==> config.mk <==
export PLATFORM = sky130hd
export DESIGN_NAME = memory_io_ctrl
export DESIGN_NICKNAME = d
export VERILOG_FILES = /design/src/rtl/mem_io_pkg.sv /design/src/rtl/io_regs.sv /design/src/rtl/memory_io_ctrl.sv
export SDC_FILE = /design/constraint.sdc
export NUM_CORES = 1
export LEC_CHECK = 0
export ABC_AREA = 1
export CAP_MARGIN = 25
export CORE_MARGIN = 4
export CORE_UTILIZATION = 49
export CTS_BUF_LIST = sky130_fd_sc_hd__clkbuf_16
export DETAILED_ROUTE_END_ITERATION = 16
export PLACE_DENSITY = 0.86
export SYNTH_ARGS = -nofsm -noshare
export SYNTH_HDL_FRONTEND = slang
export SYNTH_SLANG_ARGS = --single-unit
==> constraint.sdc <==
create_clock -name Clk -period 2.4 [get_ports Clk]
set_input_delay 0.48 -clock Clk [delete_from_list [all_inputs] [get_ports Clk]]
set_output_delay 0.48 -clock Clk [all_outputs]
set_load 0.005 [all_outputs]
==> src/rtl/mem_io_pkg.sv <==
// Shared types and constants for the CPU memory/I-O controller.
package mem_io_pkg;

  typedef enum logic [1:0] {
    IDLE,
    ACCESS,
    DONE
  } state_e;

  localparam logic [15:0] IO_SWITCH_ADDR      = 16'hFFFF;
  localparam logic [15:0] IO_CYCLE_ADDR       = 16'hFFFE;
  localparam int          WAIT_CYCLES_DEFAULT = 2;
  localparam int          WAIT_CNT_W          = 4;

  function automatic logic isIoAddr(input logic [15:0] addr);
    return (addr == IO_SWITCH_ADDR) || (addr == IO_CYCLE_ADDR);
  endfunction

endpackage

==> src/rtl/io_regs.sv <==
// Memory-mapped I/O registers: hex display latch, free-running cycle counter,
// and the read mux that selects switches or counter by address.
module io_regs
  import mem_io_pkg::*;
(
  input  logic        Clk,
  input  logic        Reset,
  input  logic [15:0] rdAddr_i,
  input  logic [15:0] switches_i,
  input  logic        hexWe_i,
  input  logic [15:0] hexData_i,
  output logic [15:0] hexOut_o,
  output logic [15:0] rdData_o
);

  logic [15:0] hex_q;
  logic [15:0] cycleCnt_q;

  always_ff @(posedge Clk) begin
    if (!Reset) begin
      hex_q      <= 16'h0000;
      cycleCnt_q <= 16'h0000;
    end else begin
      cycleCnt_q <= cycleCnt_q + 16'd1;
      if (hexWe_i) hex_q <= hexData_i;
    end
  end

  assign hexOut_o = hex_q;
  assign rdData_o = (rdAddr_i == IO_SWITCH_ADDR) ? switches_i : cycleCnt_q;

endmodule

==> src/rtl/memory_io_ctrl.sv <==
// CPU-side memory controller: SRAM accesses with a fixed wait count, plus
// two memory-mapped I/O locations at the top of the address space.
module memory_io_ctrl
  import mem_io_pkg::*;
#(
  parameter int WAIT_CYCLES = WAIT_CYCLES_DEFAULT
) (
  input  logic        Clk,
  input  logic        Reset,
  input  logic        MIO_EN,
  input  logic        R_W,
  input  logic [15:0] Address,
  input  logic [15:0] Data_From_CPU,
  output logic [15:0] Data_To_CPU,
  output logic        R,
  input  logic [15:0] Switches,
  output logic [15:0] Hex_Out,
  output logic [15:0] SRAM_ADDR,
  output logic [15:0] SRAM_DQ_OUT,
  input  logic [15:0] SRAM_DQ_IN,
  output logic        SRAM_CE_N,
  output logic        SRAM_OE_N,
  output logic        SRAM_WE_N
);

  state_e                state_q, state_d;
  logic [WAIT_CNT_W-1:0] waitCnt_q, waitCnt_d;
  logic [15:0]           rdData_q, rdData_d;
  logic                  hexWe_q, hexWe_d;
  logic [15:0]           hexData_q, hexData_d;
  logic [15:0]           ioRdData;

  io_regs u_io_regs (
    .Clk        (Clk),
    .Reset      (Reset),
    .rdAddr_i   (Address),
    .switches_i (Switches),
    .hexWe_i    (hexWe_q),
    .hexData_i  (hexData_q),
    .hexOut_o   (Hex_Out),
    .rdData_o   (ioRdData)
  );

  always_ff @(posedge Clk) begin
    if (!Reset) begin
      state_q   <= IDLE;
      waitCnt_q <= '0;
      rdData_q  <= 16'h0000;
      hexWe_q   <= 1'b0;
      hexData_q <= 16'h0000;
    end else begin
      state_q   <= state_d;
      waitCnt_q <= waitCnt_d;
      rdData_q  <= rdData_d;
      hexWe_q   <= hexWe_d;
      hexData_q <= hexData_d;
    end
  end

  // The hex write is latched on entry to DONE so it commits even if the CPU
  // drops MIO_EN or moves the address during the ready cycle.
  always_comb begin
    state_d   = state_q;
    waitCnt_d = waitCnt_q;
    rdData_d  = rdData_q;
    hexWe_d   = 1'b0;
    hexData_d = hexData_q;
    case (state_q)
      IDLE: begin
        if (MIO_EN) begin
          if (isIoAddr(Address)) begin
            state_d   = DONE;
            hexWe_d   = R_W && (Address == IO_SWITCH_ADDR);
            hexData_d = Data_From_CPU;
            if (!R_W) rdData_d = ioRdData;
          end else begin
            state_d   = ACCESS;
            waitCnt_d = WAIT_CNT_W'(WAIT_CYCLES - 1);
          end
        end
      end
      ACCESS: begin
        if (!MIO_EN) begin
          state_d = IDLE;
        end else if (waitCnt_q == '0) begin
          state_d = DONE;
          if (!R_W) rdData_d = SRAM_DQ_IN;
        end else begin
          waitCnt_d = waitCnt_q - WAIT_CNT_W'(1);
        end
      end
      DONE:    state_d = IDLE;
      default: state_d = IDLE;
    endcase
  end

  always_comb begin
    SRAM_CE_N   = 1'b1;
    SRAM_OE_N   = 1'b1;
    SRAM_WE_N   = 1'b1;
    SRAM_ADDR   = 16'h0000;
    SRAM_DQ_OUT = 16'h0000;
    if (state_q == ACCESS) begin
      SRAM_CE_N = 1'b0;
      SRAM_ADDR = Address;
      if (R_W) begin
        SRAM_WE_N   = 1'b0;
        SRAM_DQ_OUT = Data_From_CPU;
      end else begin
        SRAM_OE_N = 1'b0;
      end
    end
  end

  assign R           = (state_q == DONE);
  assign Data_To_CPU = rdData_q;

endmodule

==> results of run 1 <==
-- metrics by stage --
stage | worst slack (ns) | power [mW]
5_1_grt | 0.0197 | 3.14
3_3_place_gp | 0.127 | 1.63
6_report | 0.107 | 3.04
2_1_floorplan | 0.762 | 1.41
4_1_cts | 0.0763 | 3.05
3_5_place_dp | 0.115 | 1.64
-- power groups by stage --
stage                     Combinational [mW]  Sequential (mW)  Clock (mW)
after floorplan                        0.176             1.24           0
after global placement                 0.393             1.24           0
after detailed placement               0.398             1.24           0
after CTS                              0.403             1.21        1.43
after global routing                   0.446             1.21        1.48
final                                  0.401             1.21        1.42
-- cells by family (layout without fill, tap and decap cells) --
family / after synthesis / in the layout
and+or+nand+nor: 352 / 352
buffers and inverters: 125 / 257
AOI/OAI and AO/OA: 76 / 76
xor gates and xnor gates: 2 / 2
DFF: 71 / 71
adders and majority gates: 3 / 3
-- worst max-delay path: cells and delay by family --
kind                   cells  cell delay [ns]
buffers and inverters      3             1.13
and+or+nand+nor            2             0.20
-- routing by layer --
layer,track usage,vias up
met5,0,-
met4,0.0701,0
met3,0.0790,9
met2,0.446,146
met1,0.262,1864
li1,-,2166
-- path summary, 6_finish.rpt --
kind | endpoint | depth (start not counted) | slack, ns
worst min-delay path | u_io_regs.hexOut_o[6]$_SDFFE_PN0P_ | 2 | 0.45
worst min register to register | u_io_regs.hexOut_o[6]$_SDFFE_PN0P_ | 2 | 0.45
worst max register to register | Data_To_CPU[2]$_SDFFE_PN0P_ | 9 | 0.77
worst max-delay path | SRAM_DQ_OUT[2] | 5 | 0.11
-- synth_stat cells --
master | instances | area (sq um)
a211oi_1 | 1 | 7.51
a21oi_1 | 29 | 145
a21oi_4 | 1 | 16.3
a31oi_1 | 1 | 6.26
buf_2 | 9 | 45.0
buf_4 | 1 | 7.51
buf_6 | 1 | 11.3
clkbuf_1 | 19 | 71.3
clkinv_1 | 1 | 3.75
dfxtp_1 | 71 | 1420
ha_1 | 3 | 37.5
inv_1 | 93 | 349
inv_2 | 1 | 3.75
nand2_1 | 165 | 619
nand2_4 | 2 | 22.5
nand3_1 | 27 | 135
nand3_2 | 1 | 10.0
nand4_1 | 5 | 31.3
nand4_2 | 1 | 12.5
nor2_1 | 134 | 503
nor2_2 | 2 | 12.5
nor2_4 | 4 | 45.0
nor3_1 | 9 | 45.0
nor4_1 | 1 | 6.26
o21a_1 | 2 | 15.0
o21ai_0 | 36 | 180
o21bai_1 | 4 | 30.0
o21bai_4 | 1 | 18.8
o31ai_1 | 1 | 7.51
or2_2 | 1 | 6.26
xnor2_1 | 1 | 8.76
xor2_1 | 1 | 8.76
-- area by class of cell --
cell class | count | area, sq um
Timing Repair Buffer | 146 | 1430
Sequential cell | 71 | 1420
Clock buffer | 9 | 225
Multi-Input combinational cell | 433 | 1930
Tap cell | 102 | 128
Fill cell | 623 | 2100
Clock inverter | 7 | 96.3
Inverter | 95 | 357
-- sequential cells by signal, summed over array words and instances, names as in the netlist --
| register | flops |
|---|---|
| hexWe_q | 1 |
| u_io_regs.cycleCnt_q | 16 |
| hexData_q | 16 |
| state_q | 2 |
| waitCnt_q | 4 |
| Data_To_CPU | 16 |
| u_io_regs.hexOut_o | 16 |
-- repair_timing --
action | 4_1_cts | 5_1_grt
hold buffers | 0 | 0
gates resized for setup | 0 | 1
setup endpoints to repair | 0 | 1
-- layout by cell type, fill, tap and decap left out, types with 2 or more instances in the layout --
cell | synthesis | final
nor2_1 | 134 | 134
nor2_4 | 4 | 4
o21a_1 | 2 | 2
nand4_1 | 5 | 5
clkinv_4 | 0 | 2
nand2_4 | 2 | 2
o21bai_1 | 4 | 4
bufinv_16 | 0 | 2
a21oi_1 | 29 | 29
nor3_1 | 9 | 9
buf_4 | 1 | 11
nor2_2 | 2 | 2
clkbuf_16 | 0 | 9
nand2_1 | 165 | 165
clkdlybuf4s50_1 | 0 | 134
ha_1 | 3 | 3
nand3_1 | 27 | 27
o21ai_0 | 36 | 36
clkinv_2 | 0 | 2
inv_1 | 93 | 93
dfxtp_1 | 71 | 70
==> impl_results.md, run 1 <==
- Ports: 136
- Slew @ Worst Pin: 0.914 ns
- RSZ-0062 raised after global routing: no
- Core ar.: 7690 sq um
- Dominant combinational cell family by area after synthesis: simple AND/OR/NAND/NOR gates
- Syn nets: 700
- Mapped Area: 3840 sq um
- Final Slew Violations: 0
- DP Area: 5270 sq um
- Area grow syn2layout: 45.4%
- Syn Inst Count: 629
- Post-Synth Adder-Cell Area: 0.00977
- DRC viols: 0
- FF+latch count, synth: 71
- Crit end category: output pin
- Syn Area/Cell: 6.11 sq um
- DR vias/cell: 4.85
- Fmax: 0.436 GHz
- Non-Filler Instances: 863
- Status: completed
- Sink Count: 71
- ANT nets after route: 0
- WL per Instance: 12.5 um
- CP required: 1.92 ns
- Worst path slowest cell: clkdlybuf4s50_1
- Fin Hold WS: 0.455 ns
- Leak pwr: 2.50 nW
- VDD IR max: 0.000427 V
- Final core occ: 0.727
- Later-pin clock latency in the skew report: 0.33 ns
- Min-delay src: hexData_q[6]$_SDFFE_PN0P_
- Switching component of the power: 0.707 mW
- Synth cell types: 32
- Max cap viols: 0
- Final setup vio count: 0
- Iter 0 DRT Violations: 202
- Wire length on met1: 4380 um
- Vias in the first global route: 4285
- First-pass GRT wire length: 18000 um
- FF-to-FF Start: state_q[1]$_SDFFE_PN0P_
- H-tree Lvls: 3
- Worst min path class: reg2reg
- Comb pwr share: 0.132
- Worst setup SP type: input pin
- Top sig layer: met4
- Synth Warn #: 0
- Initial core utilization: 0.500
- Cell area power density: 543 nW/um^2
- # rows: 32
- GRT Total Usage: 0.242
- Clock transition at path regs: 0.06 ns
- Max incr delay on CP: 0.51 ns
- Initial antenna violation count: 0
- Peak fanout along the critical path: 7
- Crit-path cells: clkdlybuf4s50_1, buf_4, nand2_1, nor2_1, clkdlybuf4s50_1
- Crit path kind: in2out
- Met3 wire length: 927 um
- Largest net degree at the start of global routing: 46
- Fin area: 5590 sq um
- Post-Synth Simple-Gate Area: 0.377
- Sequential fraction of the synthesis area: 0.370
- Fin Setup TNS: 0 ns
- Number of diodes: 0
- Met2 WL post-DR: 5340 um
- Most used cell, CP: clkdlybuf4s50_1
- XOR/XNOR Fraction of Synth Area: 0.00456
- Crit. Startpoint: R_W
- Post-CTS Setup Bufs: 0
- Vias after detailed routing: 4185
- Final RePlAce weighted congestion: 0.891
- Crit path time final: 2.29 ns
- Ratio of cells with drive above 1 in the final layout: 0.0565
- CTS root buf: clkbuf_16
- Mux contribution to synthesized area: 0
- PortBufs: 135
- Die H: 96.6 um
- Worst EP arrival: 1.81 ns
- Synth Area in Compound Gates: 0.111
- Die width: 96.6 um
- Clock buffer depth: 2
- Total Wirelength: 10800 um
- TritonCTS clock tree: built
- Internal Power: 2.33 mW
- Sequential Power Share: 0.400
- Final HPWL DP: 8040 um
- Clock share of power: 0.468
- Endpoints failing hold: 0
- Placed insts: 847
- DRT Pass-1 Iters: 4
- Sw frac: 0.233
- Skew final: 0.00579 ns
- Nets: 827
- GR Overflow Total: 0
- Full die area: 9320 sq um
- Period Utilization, post-route: 0.955
- Num CTS Buffers: 9
- Slew margin rel.: 0.390
(Power assumes the default switching activity.)
==> inputs of run 2 (changes only) <==
--- a/config.mk
+++ b/config.mk
@@ -11,6 +11,7 @@
 export CORE_UTILIZATION = 49
 export CTS_BUF_LIST = sky130_fd_sc_hd__clkbuf_16
 export DETAILED_ROUTE_END_ITERATION = 16
+export GPL_ROUTABILITY_DRIVEN = 0
 export PLACE_DENSITY = 0.86
 export SYNTH_ARGS = -nofsm -noshare
 export SYNTH_HDL_FRONTEND = slang
==> run 2 against run 1 <==
Compared with the run above:
- utilization increased by 0.26 points
- critical path depth unchanged
- sequential share of layout area decreased by 0.091 points
- cell area increased by 0.36%
- combinational power increased by 3%
- die area unchanged
- sequential power about the same
- register-to-register slack about the same
- count of clock-buffer cells in the layout unchanged
- final cell count unchanged
- via count increased by 1.9%
==> impl_results.md, run 2 (synthesis results as in run 1) <==
- Crit end category: output pin (unchanged)
- FF+latch area: 1420 sq um (unchanged)
- Initial antenna violation count: 0 (unchanged)
- CP required: 1.92 ns (about the same)
- Period Utilization, post-route: 0.978 (was 0.955)
- ANT nets after route: 0 (unchanged)
- Full die area: 9320 sq um (unchanged)
- Ports: 136 (unchanged)
- GR Overflow Total: 0 (unchanged)
- Cts hold-fix bufs: 0 (unchanged)
- VDD IR max: 0.000330 V (was 0.000427 V)
- Commonest cells after routing, fill and taps aside: nand2_1, nor2_1, clkdlybuf4s50_1 (unchanged)
- DRT Pass-1 Iters: 5 (was 4)
- Post-CTS Setup Bufs: 0 (unchanged)
- Crit-path cells: clkdlybuf4s50_1, buf_4, nand2_1, nor2_1, clkdlybuf4s50_1 (unchanged)
- Total Wirelength: 11100 um (was 10800 um)
- Largest net degree at the start of global routing: 46 (unchanged)
- H-tree Lvls: 3 (unchanged)
- Later-pin clock latency in the skew report: 0.34 ns (was 0.33 ns)
- Final Slew Violations: 0 (unchanged)
- Max incr delay on CP: 0.53 ns (was 0.51 ns)
- Placed insts: 846 (was 847)
- Most common cell after layout, fill and taps aside: nand2_1 (unchanged)
- Endpoints failing hold: 0 (unchanged)
- GRT Total Usage: 0.237 (was 0.242)
- Number of diodes: 0 (unchanged)
- RSZ-0062 raised after global routing: no (unchanged)
- CTS root buf: clkbuf_16 (unchanged)
- Clock transition at path regs: 0.06 ns (about the same)
- Fmax: 0.426 GHz (was 0.436 GHz)
- Vias in the first global route: 4064 (was 4285)
- Post-CTS sizing: 0 (unchanged)
- Clock buffer depth: 2 (unchanged)
- Initial core utilization: 0.500 (unchanged)
- Crit path time final: 2.35 ns (was 2.29 ns)
- Leak pwr: 2.50 nW (about the same)
- Die width: 96.6 um (unchanged)
- Crit path kind: in2out (unchanged)
- WL per Instance: 12.9 um (was 12.5 um)
- Non-Filler Instances: 863 (unchanged)
- Area grow syn2layout: 45.9% (was 45.4%)
- Nets: 827 (unchanged)
- # rows: 32 (unchanged)
- Fin Setup TNS: 0 ns (unchanged)
- Skew final: 0.00668 ns (was 0.00579 ns)
- Worst min path class: reg2reg (unchanged)
- Slew @ Worst Pin: 0.979 ns (was 0.914 ns)
- First-pass GRT wire length: 17400 um (was 18000 um)
- Worst path slowest cell: clkdlybuf4s50_1 (unchanged)
- Sink Count: 71 (unchanged)
- Status: completed (unchanged)
- Area of the multi-input gates: 1930 sq um (about the same)
- Cell area power density: 531 nW/um^2 (was 543 nW/um^2)
- Ratio of cells with drive above 1 in the final layout: 0.0578 (was 0.0565)
- Final HPWL DP: 7960 um (was 8040 um)
- Peak fanout along the critical path: 6 (was 7)
- Die H: 96.6 um (unchanged)
- Most used cell, CP: clkdlybuf4s50_1 (unchanged)
- Worst setup SP type: input pin (unchanged)
- Final core occ: 0.729 (was 0.727)
- PortBufs: 135 (unchanged)
- Max cap viols: 0 (unchanged)
- TritonCTS clock tree: built (unchanged)
- Num CTS Buffers: 9 (unchanged)
- Worst EP arrival: 1.87 ns (was 1.81 ns)
- # fillers: 613 (was 623)
- Final setup vio count: 0 (unchanged)
- Iter 0 DRT Violations: 130 (was 202)
- Slew margin rel.: 0.346 (was 0.390)
- Vias after detailed routing: 4263 (was 4185)
- Core ar.: 7690 sq um (unchanged)
- DR vias/cell: 4.94 (was 4.85)
- DRC viols: 0 (unchanged)
-- run 2: area by class of cell --
cell class,instances,share of cell area
clock buffer,9,0.0402
clock inverter,7,0.0143
inverter,95,0.0636
multi-input combinational,433,0.345
sequential,71,0.254
tap,102,0.0228
timing repair buffer,146,0.261
-- run 2: final timing paths --
path | slack, ns | to | start | cells after the start
setup reg to reg | 0.76 | u_io_regs.cycleCnt_q[10]$_SDFF_PN0_ | u_io_regs.cycleCnt_q[0]$_SDFF_PN0_ | 8
setup / recovery | 0.05 | SRAM_DQ_OUT[3] | R_W | 5
hold reg to reg | 0.46 | u_io_regs.hexOut_o[15]$_SDFFE_PN0P_ | hexData_q[15]$_SDFFE_PN0P_ | 2
hold / removal | 0.46 | u_io_regs.hexOut_o[15]$_SDFFE_PN0P_ | hexData_q[15]$_SDFFE_PN0P_ | 2
-- run 2: power breakdown --
part / internal, mW / switching [mW] / total [mW]
registers: 1.20 / 0.0138 / 1.21
logic: 0.224 / 0.191 / 0.414
clock network: 0.815 / 0.535 / 1.35
total: 2.24 / 0.740 / 2.98
-- run 2: layer usage --
metal  vias up  part of all wire  GRT usage
met2       164              0.49      0.416
met5         -                 0          0
met4         0             0.016     0.0806
li1       2172                 -          -
met3        20             0.092     0.0821
met1      1907              0.40      0.265
-- run 2: critical path: cells and delay by family --
family                 cells  cell delay [ns]
buffers and inverters      3             1.22
and+or+nand+nor            2             0.17
-- run 2: stage by stage --
stage	instance area [sq um]	hold slack (ns)	setup WS [ns]	total power [mW]
floorplan	3840	0.427	0.762	1.41
global placement	5270	0.439	0.0951	1.63
detailed placement	5270	0.449	0.0577	1.64
CTS	5580	0.460	0.0290	2.97
global route	5610	0.482	0.00403	3.08
finish	5610	0.458	0.0517	2.98
